==> src/rtl/div_iter_pkg.sv <==
// Shared definitions for the iterative EX-stage divider: FSM encodings and the
// HI/LO write-back selector value that routes the divider result.
package div_iter_pkg;

  typedef enum logic [1:0] {
    DIV_IDLE    = 2'b00,
    DIV_BUSY    = 2'b01,
    DIV_DIVZERO = 2'b10,
    DIV_DONE    = 2'b11
  } div_state_e;

  // DatatoHI/LO select value meaning "write HI/LO from the divider".
  localparam logic [1:0] DATATOHILO_DIV = 2'b10;

endpackage

==> src/rtl/div_iter_step.sv <==
// One combinational restoring-division iteration: shift {rem,quo} left by one,
// trial-subtract the divisor and keep the difference when it does not go negative.
module div_iter_step #(
  parameter int DATA_W = 32
) (
  input  logic [DATA_W-1:0] rem_i,
  input  logic [DATA_W-1:0] quo_i,
  input  logic [DATA_W-1:0] divisor_i,
  output logic [DATA_W-1:0] rem_o,
  output logic [DATA_W-1:0] quo_o
);

  logic [DATA_W:0] shifted_rem_d;
  logic [DATA_W:0] trial_d;

  // Trial subtraction on DATA_W+1 bits; the MSB is the borrow (negative) flag.
  always_comb begin
    shifted_rem_d = {rem_i, quo_i[DATA_W-1]};
    trial_d       = shifted_rem_d - {1'b0, divisor_i};
    if (trial_d[DATA_W] == 1'b0) begin
      rem_o = trial_d[DATA_W-1:0];
      quo_o = {quo_i[DATA_W-2:0], 1'b1};
    end else begin
      // Restored remainder is below the divisor, so it always fits in DATA_W bits.
      rem_o = shifted_rem_d[DATA_W-1:0];
      quo_o = {quo_i[DATA_W-2:0], 1'b0};
    end
  end

endmodule

==> src/rtl/div_iter.sv <==
// Iterative radix-2 restoring divider for DIV/DIVU in EX. Produces {HI=rem, LO=quo}
// with a one-cycle DivReadyE pulse after 33 cycles (1 cycle for a zero divisor).
module div_iter
  import div_iter_pkg::*;
#(
  parameter int DATA_W = 32
) (
  input  logic                  clk,
  input  logic                  resetn,
  input  logic                  StartDivE,
  input  logic                  SignedDivE,
  input  logic [DATA_W-1:0]     SrcAE,
  input  logic [DATA_W-1:0]     SrcBE,
  input  logic                  Annul,
  output logic [2*DATA_W-1:0]   DivResultE,
  output logic                  DivReadyE
);

  localparam int CNT_W = $clog2(DATA_W);
  localparam logic [CNT_W-1:0]  CNT_LAST = CNT_W'(DATA_W - 1);
  localparam logic [CNT_W-1:0]  CNT_ONE  = {{(CNT_W-1){1'b0}}, 1'b1};
  localparam logic [DATA_W-1:0] ONE_W    = {{(DATA_W-1){1'b0}}, 1'b1};
  localparam logic [DATA_W-1:0] ZERO_W   = {DATA_W{1'b0}};
  localparam logic [DATA_W-1:0] ONES_W   = {DATA_W{1'b1}};

  div_state_e        state_q;
  logic [CNT_W-1:0]  cnt_q;
  logic [DATA_W-1:0] rem_q;
  logic [DATA_W-1:0] quo_q;
  logic [DATA_W-1:0] divisor_q;
  logic              neg_quo_q;
  logic              neg_rem_q;

  logic [DATA_W-1:0] abs_a_d;
  logic [DATA_W-1:0] abs_b_d;
  logic [DATA_W-1:0] step_rem_d;
  logic [DATA_W-1:0] step_quo_d;
  logic [DATA_W-1:0] quo_final_d;
  logic [DATA_W-1:0] rem_final_d;

  // Magnitudes of the operands; negating 0x80000000 yields 0x80000000, which is
  // the correct unsigned magnitude, so no wider path is needed here.
  always_comb begin
    if (SignedDivE && SrcAE[DATA_W-1]) begin
      abs_a_d = (~SrcAE) + ONE_W;
    end else begin
      abs_a_d = SrcAE;
    end
    if (SignedDivE && SrcBE[DATA_W-1]) begin
      abs_b_d = (~SrcBE) + ONE_W;
    end else begin
      abs_b_d = SrcBE;
    end
  end

  div_iter_step #(
    .DATA_W (DATA_W)
  ) u_step (
    .rem_i     (rem_q),
    .quo_i     (quo_q),
    .divisor_i (divisor_q),
    .rem_o     (step_rem_d),
    .quo_o     (step_quo_d)
  );

  // Sign correction applied to the output of the final iteration.
  always_comb begin
    if (neg_quo_q) begin
      quo_final_d = (~step_quo_d) + ONE_W;
    end else begin
      quo_final_d = step_quo_d;
    end
    if (neg_rem_q) begin
      rem_final_d = (~step_rem_d) + ONE_W;
    end else begin
      rem_final_d = step_rem_d;
    end
  end

  // Control FSM, iteration counter, datapath registers and registered outputs.
  always_ff @(posedge clk) begin
    if (!resetn) begin
      state_q    <= DIV_IDLE;
      cnt_q      <= {CNT_W{1'b0}};
      rem_q      <= ZERO_W;
      quo_q      <= ZERO_W;
      divisor_q  <= ZERO_W;
      neg_quo_q  <= 1'b0;
      neg_rem_q  <= 1'b0;
      DivResultE <= {2*DATA_W{1'b0}};
      DivReadyE  <= 1'b0;
    end else if (Annul) begin
      // Flush beats everything, including a fresh start; the old result is kept.
      state_q   <= DIV_IDLE;
      cnt_q     <= {CNT_W{1'b0}};
      DivReadyE <= 1'b0;
    end else begin
      case (state_q)
        DIV_IDLE: begin
          DivReadyE <= 1'b0;
          cnt_q     <= {CNT_W{1'b0}};
          if (StartDivE) begin
            if (SrcBE == ZERO_W) begin
              state_q    <= DIV_DIVZERO;
              DivResultE <= {SrcAE, ONES_W};
              DivReadyE  <= 1'b1;
            end else begin
              state_q   <= DIV_BUSY;
              rem_q     <= ZERO_W;
              quo_q     <= abs_a_d;
              divisor_q <= abs_b_d;
              neg_quo_q <= SignedDivE & (SrcAE[DATA_W-1] ^ SrcBE[DATA_W-1]);
              neg_rem_q <= SignedDivE & SrcAE[DATA_W-1];
            end
          end else begin
            state_q <= DIV_IDLE;
          end
        end
        DIV_BUSY: begin
          if (!StartDivE) begin
            // Start dropped mid-operation: the instruction went away, abandon it.
            state_q   <= DIV_IDLE;
            cnt_q     <= {CNT_W{1'b0}};
            DivReadyE <= 1'b0;
          end else begin
            rem_q <= step_rem_d;
            quo_q <= step_quo_d;
            if (cnt_q == CNT_LAST) begin
              state_q    <= DIV_DONE;
              cnt_q      <= {CNT_W{1'b0}};
              DivResultE <= {rem_final_d, quo_final_d};
              DivReadyE  <= 1'b1;
            end else begin
              state_q   <= DIV_BUSY;
              cnt_q     <= cnt_q + CNT_ONE;
              DivReadyE <= 1'b0;
            end
          end
        end
        DIV_DIVZERO, DIV_DONE: begin
          // Ready cycle: the pipeline advances at this edge, so start is ignored here.
          state_q   <= DIV_IDLE;
          cnt_q     <= {CNT_W{1'b0}};
          DivReadyE <= 1'b0;
        end
        default: begin
          state_q   <= DIV_IDLE;
          cnt_q     <= {CNT_W{1'b0}};
          DivReadyE <= 1'b0;
        end
      endcase
    end
  end

endmodule

==> config.mk <==
export PLATFORM = sky130hd
export DESIGN_NAME = div_iter
export DESIGN_NICKNAME = d
export VERILOG_FILES = /design/src/rtl/div_iter_pkg.sv /design/src/rtl/div_iter_step.sv /design/src/rtl/div_iter.sv
export SDC_FILE = /design/constraint.sdc
export NUM_CORES = 1
export LEC_CHECK = 0
export BUFFER_PORTS_ARGS = -buffer_cell sky130_fd_sc_hd__buf_2
export CAP_MARGIN = 25
export CORE_MARGIN = 2
export CORE_UTILIZATION = 55
export DETAILED_ROUTE_END_ITERATION = 12
export GPL_TIMING_DRIVEN = 1
export PLACE_DENSITY = 0.84
export SETUP_SLACK_MARGIN = 0.5
export SLEW_MARGIN = 5
export SYNTH_ARGS = -nofsm -noshare
export SYNTH_HDL_FRONTEND = slang
export SYNTH_SLANG_ARGS = --single-unit
==> constraint.sdc <==
create_clock -name clk -period 12.64 [get_ports clk]
set_input_delay 0.632 -clock clk [delete_from_list [all_inputs] [get_ports clk]]
set_output_delay 0.632 -clock clk [all_outputs]
set_load 0.1 [all_outputs]
==> run metrics, run 1 <==
Worst-Skew Late Latency=440 ps; clk slew on worst S/H paths=70 ps; Critical Path Sink Type=flip-flop; synthesis-to-layout area growth=11.2%; RSZ-0062 raised after global routing=false; CTS Buf Count=17; sequential area share after synthesis=0.287; outcome=completed; Sw Share=0.319; crit path DAT=5900 ps; area of the core=21100 sq um; Highest Signal Layer=met4; Die Span Y=151 um; R2R setup slack=7060 ps; Max Buffers Root-to-Sink=2; CTS root buf=clkbuf_16; Avg Cell Area, Syn=7.48 sq um; Iteration-0 DRC Markers=1149; post-DR vias/cell=6.16; GRT overflow=0; crit-path cells=inv_1 > ha_1 > inv_1 > fa_1 > and3_1 > o211ai_1 > a21bo_2 > a21oi_1 > nor4_2 > nor2_4 > inv_2 > nor2_1 > a21oi_1 > ha_1 > nand2_1 > o41a_1 > or4b_1 > nand2_1 > xnor2_1 > a2111oi_0; Slowest cell on crit path=nor4_2; HP Start=cnt_q[0]; internal power=912 uW; Worst Path Class, Setup=flip-flop to flip-flop; crit share post-route=0.442; I/O pin cnt=134; Die ar.=22700 sq um; n_diodes=0; setup TNS=0 ps; Bufs and invs on worst path=3; Residual DRC=0; Post-synth ARST share=0; Synthesized Nets=1694; Worst R2R Start=quo_q[31]; max-capacitance violation count=0; Max Slew Vio Count=0; vias in the first global route=10551; register bit count reported by yosys=170; fraction of layout cells with a size suffix above 1=0.127; Row Count=53; # Post-CTS Setup Buffers=0; Initial Util=0.562; CTS tree=built; final count of negative-setup-slack endpoints=0; DRT met1 WL=14400 um; DP HPWL=23900 um; Tmin final=5580 ps; EDFF count, synth=0; Final Total Pwr=1340 uW; post-CTS resize count=0; post-detailed-route count of antenna-violating nets=0; nets=1753; IO Port Bufs=133; Synth cell types=81; worst-path maximum fanout=38; count of hold-fix buffers inserted at cts=0; combinational share of power=0.191; R2R Path End=DivResultE[48]; met3 wire len=2900 um; Net Sw Power=427 uW; Avg WL per Cell=17.0 um; Static Leak=0.00526 uW; via count=11911; Ys Warns=0; gr usage total=0.285; Netlist Area Pre-Place=11900 sq um; power share of the sequential group=0.419; Fin. Hold Viols=0; Worst Skew=8.93 ps; First-pass DRT Iterations=5; clock group share of total power=0.390; H-tree depth=4; Crit path max-delay family=simple AND/OR/NAND/NOR gates; Mapped Cells=1586; WHS Path Cells=1; routed wl met2=14800 um; crit path launch type=flip-flop; achievable frequency=179 MHz; CTS Sinks=170; hold crit path type=flip-flop to flip-flop; Worst Path Required=12950 ps; largest net degree at the start of global routing=98; initial antenna violation count=0; Die Width=151 um; FILL cells=1882; first-pass GRT wire length=52700 um; largest vdd supply drop=0.0674 mV; R2R depth=20; gpl congestion=0.930; ys flop type=dfxtp_1; DRT Wirelength=32900 um; worst-margin pin slew=990 ps; crit-path max cell delay=750 ps; Hold EP=cnt_q[0]; Slew HR=0.334; PwrDens=102 nW/um^2
synthesized netlist by cell type, types with 13 or more instances:
| library cell | n | area, sq um |
|---|---|---|
| a211oi_1 | 65 | 488 |
| a21o_1 | 16 | 120 |
| a21oi_1 | 163 | 816 |
| a311oi_1 | 16 | 140 |
| a31oi_1 | 15 | 93.8 |
| and2_1 | 14 | 87.6 |
| and3_1 | 17 | 106 |
| clkbuf_1 | 79 | 297 |
| dfxtp_1 | 170 | 3400 |
| ha_1 | 38 | 475 |
| inv_1 | 51 | 191 |
| mux2i_1 | 21 | 210 |
| nand2_1 | 111 | 417 |
| nand2b_1 | 14 | 87.6 |
| nand3_1 | 33 | 165 |
| nand4_1 | 13 | 81.3 |
| nor2_1 | 238 | 893 |
| nor3_1 | 24 | 120 |
| nor4_1 | 16 | 100 |
| o211ai_1 | 13 | 97.6 |
| o21ai_0 | 102 | 510 |
| o31ai_1 | 17 | 128 |
| o41ai_1 | 18 | 158 |
| or3_1 | 16 | 100 |
| or4_1 | 17 | 128 |
| xnor2_1 | 54 | 473 |
| xor2_1 | 75 | 657 |
power groups by stage:
stage | Combinational [uW] | Sequential (uW) | Clock, uW
2_1_floorplan | 186 | 570 | 0
3_3_place_gp | 244 | 574 | 0
3_5_place_dp | 249 | 575 | 0
4_1_cts | 250 | 562 | 525
5_1_grt | 282 | 563 | 548
6_report | 256 | 561 | 522
metrics by stage:
stage / hold slack (ps) / setup slack, ps / area [sq um] / cells / utilization
after floorplan: 418 / 7460 / 11900 / 1586 / -
after global placement: 428 / 7380 / 12600 / 1899 / 0.595
after detailed placement: 444 / 7200 / 12600 / 1899 / 0.595
after CTS: 454 / 7170 / 13100 / 1931 / 0.623
after global routing: 470 / 6740 / 13200 / 1933 / 0.625
final: 452 / 7060 / 13200 / 1933 / 0.625
per-layer routing:
metal	up-vias	global-route usage
li1	5881	-
met4	0	0.0963
met2	517	0.463
met1	5451	0.384
met5	-	0
met3	62	0.0473
logic make-up after synthesis:
family	after synthesis	share of synthesized area
buf+inv	157	0.0513
compound gates	510	0.278
flops	170	0.287
xor+xnor	129	0.0953
simple gates	552	0.220
mux	29	0.0265
fa+ha+maj	39	0.0418
state kept, by name, indices dropped and copies added (netlist names):
name,cells
DivResultE,64
neg_quo_q,1
rem_q,32
DivReadyE,1
cnt_q,5
state_q,2
quo_q,32
divisor_q,32
neg_rem_q,1
worst max-delay path by stage:
stage	startpoint	cells past startpoint	slack, ps	endpoint
after floorplan	quo_q[31]	22	7460	DivResultE[48]
after global placement	quo_q[31]	20	7380	DivResultE[48]
after detailed placement	quo_q[31]	20	7200	DivResultE[48]
after CTS	quo_q[31]	20	7170	DivResultE[48]
after global routing	quo_q[31]	20	6740	DivResultE[48]
final	quo_q[31]	20	7060	DivResultE[48]
placed cells by master (no fill, tap or decap), types with 18 or more instances in the layout:
cell type / netlist / final
nor2_1: 238 / 237
dfxtp_1: 170 / 170
a21oi_1: 163 / 163
buf_2: 12 / 133
nand2_1: 111 / 111
o21ai_0: 102 / 102
xor2_1: 75 / 75
a211oi_1: 65 / 65
xnor2_1: 54 / 54
inv_1: 51 / 51
ha_1: 38 / 38
nand3_1: 33 / 33
nor3_1: 24 / 24
mux2i_1: 21 / 21
o41ai_1: 18 / 18
area by class of cell:
class	instances	area (sq um)	area share
clock buffers	18	439	0.0333
clock inverters	14	154	0.0117
inverters	53	201	0.0153
multi-input cells	1259	7870	0.597
flip-flops and latches	170	3400	0.258
well taps	275	344	0.0261
repair buffers	144	776	0.0588
Power figures use the tool's default switching activity.
==> run 2: changes to the inputs <==
==> constraint.sdc (replaced) <==
create_clock -name clk -period 5.5 [get_ports clk]
set_input_delay 0.275 -clock clk [delete_from_list [all_inputs] [get_ports clk]]
set_output_delay 0.275 -clock clk [all_outputs]
set_load 0.1 [all_outputs]
==> run 2 against run 1 <==
Sequential power grew 130%; sequential cell count is the same; global-route usage grew 0.55 points; design area grew 0.80%.
==> run metrics, run 2 (synthesis gave the netlist of run 1 again) <==
routed wl met2=15500 um (+4.7%); crit share post-route=0.868 (+0.426); fin util=0.630 (+0.00498); Largest Register=DivResultE; Critical Path Sink Type=flip-flop; gpl congestion=1.00 (+7.6%); Max Slew Vio Count=0 (unchanged); Worst R2R Start=quo_q[31]; Worst Path Required=5830 ps (-7120 ps); nets=1766 (+0.74%); GRT overflow=0 (unchanged); first-pass GRT wire length=53600 um (+1.8%); Tmin final=4770 ps (-807 ps); HP Start=SrcBE[0]; crit path launch type=flip-flop; R2R Path End=DivResultE[48]; Iteration-0 DRC Markers=1068 (-7.0%); DP HPWL=24600 um (+2.8%); WHS Path Cells=3 (+2); n_diodes=0 (unchanged); outcome=completed; crit path DAT=5110 ps (-790 ps); Static Leak=0.00532 uW (+1.0%); worst-margin pin slew=867 ps (-124 ps); Residual DRC=0 (unchanged); R2R setup slack=730 ps (-6330 ps); Worst Skew=14.2 ps (+5.26 ps); DRT met1 WL=14800 um (+2.4%); commonest non-fill, non-tap cell in the layout=nor2_1; CTS tree=built; area of the core=21100 sq um (unchanged); setup TNS=0 ps (unchanged); Die Width=151 um (unchanged); achievable frequency=209 MHz (+17%); pre-CTS WS=447 ps (-6750 ps); CTS root buf=clkbuf_16; Row Count=53 (unchanged); Fin. Hold Viols=0 (unchanged); H-tree depth=4 (unchanged); I/O pin cnt=134 (unchanged); Die ar.=22700 sq um (unchanged); most frequent cells in the layout=nor2_1, dfxtp_1, a21oi_1; PwrDens=231 nW/um^2 (+130%); Max Buffers Root-to-Sink=2 (unchanged); Worst-Skew Late Latency=440 ps (about the same); max reg flops=64 (unchanged); First-pass DRT Iterations=5 (unchanged); gr usage total=0.290 (+0.00546); Highest Signal Layer=met4; initial antenna violation count=0 (unchanged); DRT Wirelength=33500 um (+2.0%); post-detailed-route count of antenna-violating nets=0 (unchanged); final count of negative-setup-slack endpoints=0 (unchanged); count of hold-fix buffers inserted at cts=0 (unchanged); IO Port Bufs=133 (unchanged); Avg WL per Cell=17.2 um (+1.3%); via count=12011 (+0.84%); largest vdd supply drop=0.177 mV (+160%); R2R depth=22 (+10%); largest net degree at the start of global routing=84 (-14%); synthesis-to-layout area growth=12.1%; Die Span Y=151 um (unchanged); Worst Path Class, Setup=flip-flop to flip-flop; Hold EP=divisor_q[0]; Initial Util=0.562 (unchanged); fraction of layout cells with a size suffix above 1=0.138 (+0.0110); CTS Sinks=170 (unchanged); RSZ-0062 raised after global routing=false; Final Instance Count excl. Fillers=1946 (+0.67%); met3 wire len=2600 um (-11%); dpl cells=1908 (+0.47%); hold crit path type=primary input to flip-flop; vias in the first global route=10695 (+1.4%); Slew HR=0.421 (+0.0865); setup ws final=726 ps (-6330 ps); worst-path maximum fanout=24 (-37%); post-DR vias/cell=6.17 (+0.17%); clk slew on worst S/H paths=80 ps (about the same); CTS Buf Count=17 (unchanged); final hold slack=127 ps (-325 ps); max-capacitance violation count=0 (unchanged)
==> run 2: changes by cell type in the layout (fill, tap and decap cells not counted), sizes merged <==
cell / change
clkinv: -3
inv: +3
clkinvlp: +1
buf: +12
==> run 2: critical path, stage by stage (launching register included) <==
cell and delay (ps):
dfxtp_1 340, inv_1 80, ha_1 180, inv_1 60, fa_1 430, and3_1 200
o211ai_1 270, a21bo_2 210, a21oi_1 100, nor4_2 260, buf_4 160, nor2_4 50
inv_2 90, buf_8 190, nor2_1 70, a21oi_2 190, ha_4 200, nand2_1 60
o41a_1 450, or4b_1 550, nand2_1 100, xnor2_1 80, a2111oi_2 360
==> run 2: routing by layer <==
metal  vias to the layer above  track usage
met5                         -            0
met4                         0       0.0911
met1                      5563        0.388
met2                       485        0.484
met3                        54       0.0422
li1                       5909            -
==> run 2: area by class of cell <==
type                       count  area [sq um]
clock inverter                15           145
timing repair buffer         157           871
clock buffer                  17           425
tap                          275           344
multi-input combinational   1259          7900
inverter                      53           201
fill                        1891          7790
sequential                   170          3400
==> run 2: report_power, final <==
group / internal [uW] / switching (uW)
clock network: 604 / 575
registers: 1260 / 28.7
logic: 224 / 381
total: 2090 / 985
==> run 2: timing repair <==
| item | in CTS | in global routing |
|---|---|---|
| buffers inserted | 2 | 3 |
| gates resized for setup | 1 | 10 |
| endpoints found under the hold margin | 0 | 0 |
| pin swaps | 2 | 2 |
| setup endpoints to repair | 1 | 1 |
==> run 2: worst max-delay path by stage <==
stage / slack [ps] / to / start / cells past startpoint
CTS: 520 / DivResultE[48] / quo_q[31] / 22
floorplan: 530 / DivResultE[48] / quo_q[31] / 23
finish: 730 / DivResultE[48] / quo_q[31] / 22
global route: 500 / DivResultE[48] / quo_q[31] / 22
global placement: 730 / DivResultE[48] / rem_q[4] / 18
detailed placement: 450 / DivResultE[48] / quo_q[31] / 21
==> run 2: metrics by stage <==
stage / area, sq um / power [uW]
2_1_floorplan: 11900 / 1740
3_3_place_gp: 12600 / 1890
3_5_place_dp: 12600 / 1900
4_1_cts: 13200 / 3070
5_1_grt: 13300 / 3210
6_report: 13300 / 3070
==> run 3: changes to the inputs <==
--- a/config.mk
+++ b/config.mk
@@ -7,11 +7,13 @@
 export LEC_CHECK = 0
 export BUFFER_PORTS_ARGS = -buffer_cell sky130_fd_sc_hd__buf_2
 export CAP_MARGIN = 25
+export CELL_PAD_IN_SITES_DETAIL_PLACEMENT = 1
+export CELL_PAD_IN_SITES_GLOBAL_PLACEMENT = 1
 export CORE_MARGIN = 2
-export CORE_UTILIZATION = 55
+export CORE_UTILIZATION = 44
 export DETAILED_ROUTE_END_ITERATION = 12
 export GPL_TIMING_DRIVEN = 1
-export PLACE_DENSITY = 0.84
+export PLACE_DENSITY = 0.89
 export SETUP_SLACK_MARGIN = 0.5
 export SLEW_MARGIN = 5
 export SYNTH_ARGS = -nofsm -noshare
==> run 3 against run 2 <==
Count of clock-buffer cells in the layout is the same; worst setup slack got worse by 24 ps; first-iteration DRC count down 23%; clock skew fell by 3.5 ps; combinational power up 2%; via count grew 2.9%; die area is 24% higher; design area rose by 0.76%; wire length grew 18%; critical path type unchanged; sequential cell count stayed put; sequential share of layout area decreased by 0.19 points; largest cell class unchanged.
==> run metrics, run 3 (synthesis gave the netlist of run 1 again) <==
R2R depth=18 (-18%); achievable frequency=208 MHz (-0.49%); n_diodes=0 (unchanged); worst-path maximum fanout=10 (-58%); Final Total Pwr=3160 uW (+2.7%); clk slew on worst S/H paths=70 ps (about the same); H-tree depth=4 (unchanged); commonest non-fill, non-tap cell in the layout=nor2_1; most frequent cells in the layout=nor2_1, dfxtp_1, a21oi_1; Max Buffers Root-to-Sink=2 (unchanged); gpl congestion=0.921 (-7.9%); Die Width=168 um (+11%); hold crit path type=primary input to flip-flop; CP startpoint=quo_q[31]; Slew HR=0.374 (-0.0467); Iteration-0 DRC Markers=823 (-23%); count of hold-fix buffers inserted at cts=0 (unchanged); R2R Path End=DivResultE[48]; fraction of layout cells with a size suffix above 1=0.134 (-0.00379); Residual DRC=0 (unchanged); Die Span Y=168 um (+11%); first-pass GRT wire length=63900 um (+19%); post-DR vias/cell=6.16 (-0.26%); worst-margin pin slew=915 ps (+48.5 ps); Largest Register=DivResultE; Row Count=60 (+13%); FILL cells=3397 (+80%); crit path launch type=flip-flop; Worst-Skew Late Latency=440 ps (about the same); crit path DAT=5120 ps (about the same); Storage cell area=3400 sq um (unchanged); R2R setup slack=700 ps (-20 ps); I/O pin cnt=134 (unchanged); met2 Usage GRT=0.482 (-0.00178); First-pass DRT Iterations=5 (unchanged); Worst Skew=10.7 ps (-3.49 ps); GRT overflow=0 (unchanged); vias in the first global route=12305 (+15%); Tmin final=4800 ps (+23.7 ps); Static Leak=0.00532 uW (about the same); Max Slew Vio Count=0 (unchanged); HP Start=SrcAE[4]; global-route layer with the greatest usage=met2; area of the core=26700 sq um (+27%); total placed instance area=12700 sq um (+0.58%); RSZ-0062 raised after global routing=true; Critical Path Sink Type=flip-flop; Worst Path Class, Setup=flip-flop to flip-flop; max-capacitance violation count=0 (unchanged); final count of negative-setup-slack endpoints=0 (unchanged); met3 Use GR=0.0374 (-0.00479); post-detailed-route count of antenna-violating nets=0 (unchanged); nets=1761 (-0.28%); Worst R2R Start=quo_q[31]; dpl cells=1971 (+3.3%); Avg WL per Cell=19.8 um (+15%); DP HPWL=28700 um (+17%); DRT Wirelength=39600 um (+18%); Worst Path Required=5820 ps (about the same); CTS root buf=clkbuf_16; PwrDens=236 nW/um^2 (+1.9%); CTS Buf Count=17 (unchanged); post-route cell area=13400 sq um (+0.76%); initial antenna violation count=0 (unchanged); Critical path destination=DivResultE[48]; Fin. Hold Viols=0 (unchanged); grt met1 use=0.347 (-0.0408); IO Port Bufs=133 (unchanged); Final Instance Count excl. Fillers=2007 (+3.1%); CTS tree=built; area occupied by multi-input gates=7900 sq um (about the same); outcome=completed; gr usage total=0.275 (-0.0147); via count=12355 (+2.9%); synthesis-to-layout area growth=13.0%; Die ar.=28300 sq um (+24%); crit share post-route=0.872 (+0.00431); largest net degree at the start of global routing=98 (+17%); setup TNS=0 ps (unchanged); final hold slack=141 ps (+13.3 ps); Initial Util=0.444 (-0.119); CTS Sinks=170 (unchanged); largest vdd supply drop=0.212 mV (+20%); max reg flops=64 (unchanged)
run 3: cell types whose count changed in the layout (fill, tap and decap cells not counted), sizes merged:
cell / previous run / this run
clkinvlp: 2 / 1
bufinv: 0 / 1
buf: 156 / 152
clkbuf: 18 / 17
run 3: stage by stage:
stage	util	worst slack, ps
finish	0.501	703
detailed placement	0.475	706
floorplan	-	526
CTS	0.497	650
global route	0.501	443
global placement	0.475	919
run 3: what timing repair did:
item | CTS | global route
resized for setup | 0 | 8
buffers inserted | 0 | 1
setup endpoints to repair | 0 | 5
hold endpoints to repair | 0 | 0
run 3: worst min-delay path by stage:
stage                      to  slack, ps  depth (start not counted)
6_report       DivResultE[36]        140                          3
5_1_grt        DivResultE[33]        150                          3
4_1_cts        DivResultE[36]        130                          3
3_5_place_dp         cnt_q[0]        460                          1
3_3_place_gp         cnt_q[0]        430                          1
2_1_floorplan        cnt_q[0]        420                          1
run 3: layout make-up:
| cell class | instances | share of cell area |
|---|---|---|
| Multi-Input combinational cell | 1259 | 0.590 |
| Sequential cell | 170 | 0.254 |
| Timing Repair Buffer | 152 | 0.0648 |
| Tap cell | 341 | 0.0319 |
| Clock buffer | 17 | 0.0318 |
| Inverter | 53 | 0.0150 |
| Clock inverter | 15 | 0.0128 |
run 3: metal layers:
layer / up-vias / routed length, um / share of wire
li1: 5880 / - / -
met1: 6028 / 17600 / 0.44
met2: 377 / 19300 / 0.49
met4: 0 / 910 / 0.023
met3: 70 / 1810 / 0.046
met5: - / 0 / 0
run 3: where the power goes:
part	switching, uW	internal, uW	leakage (uW)
Clock	592	652	0.000292
Sequential	31.1	1260	0.00138
Combinational	398	221	0.00365
Total	1020	2130	0.00532
run 3: worst max-delay path, stage by stage, from the launching register on:
cell	delay [ps]
dfxtp_1	340
inv_1	80
ha_1	180
inv_1	60
fa_1	430
and3_1	200
o211ai_1	320
a21bo_2	220
a21oi_1	110
o31a_2	410
nor2_4	230
mux2i_4	290
ha_2	260
nand2_1	70
o41a_1	400
or4b_1	550
nand2_1	90
xnor2_1	70
a2111oi_1	380
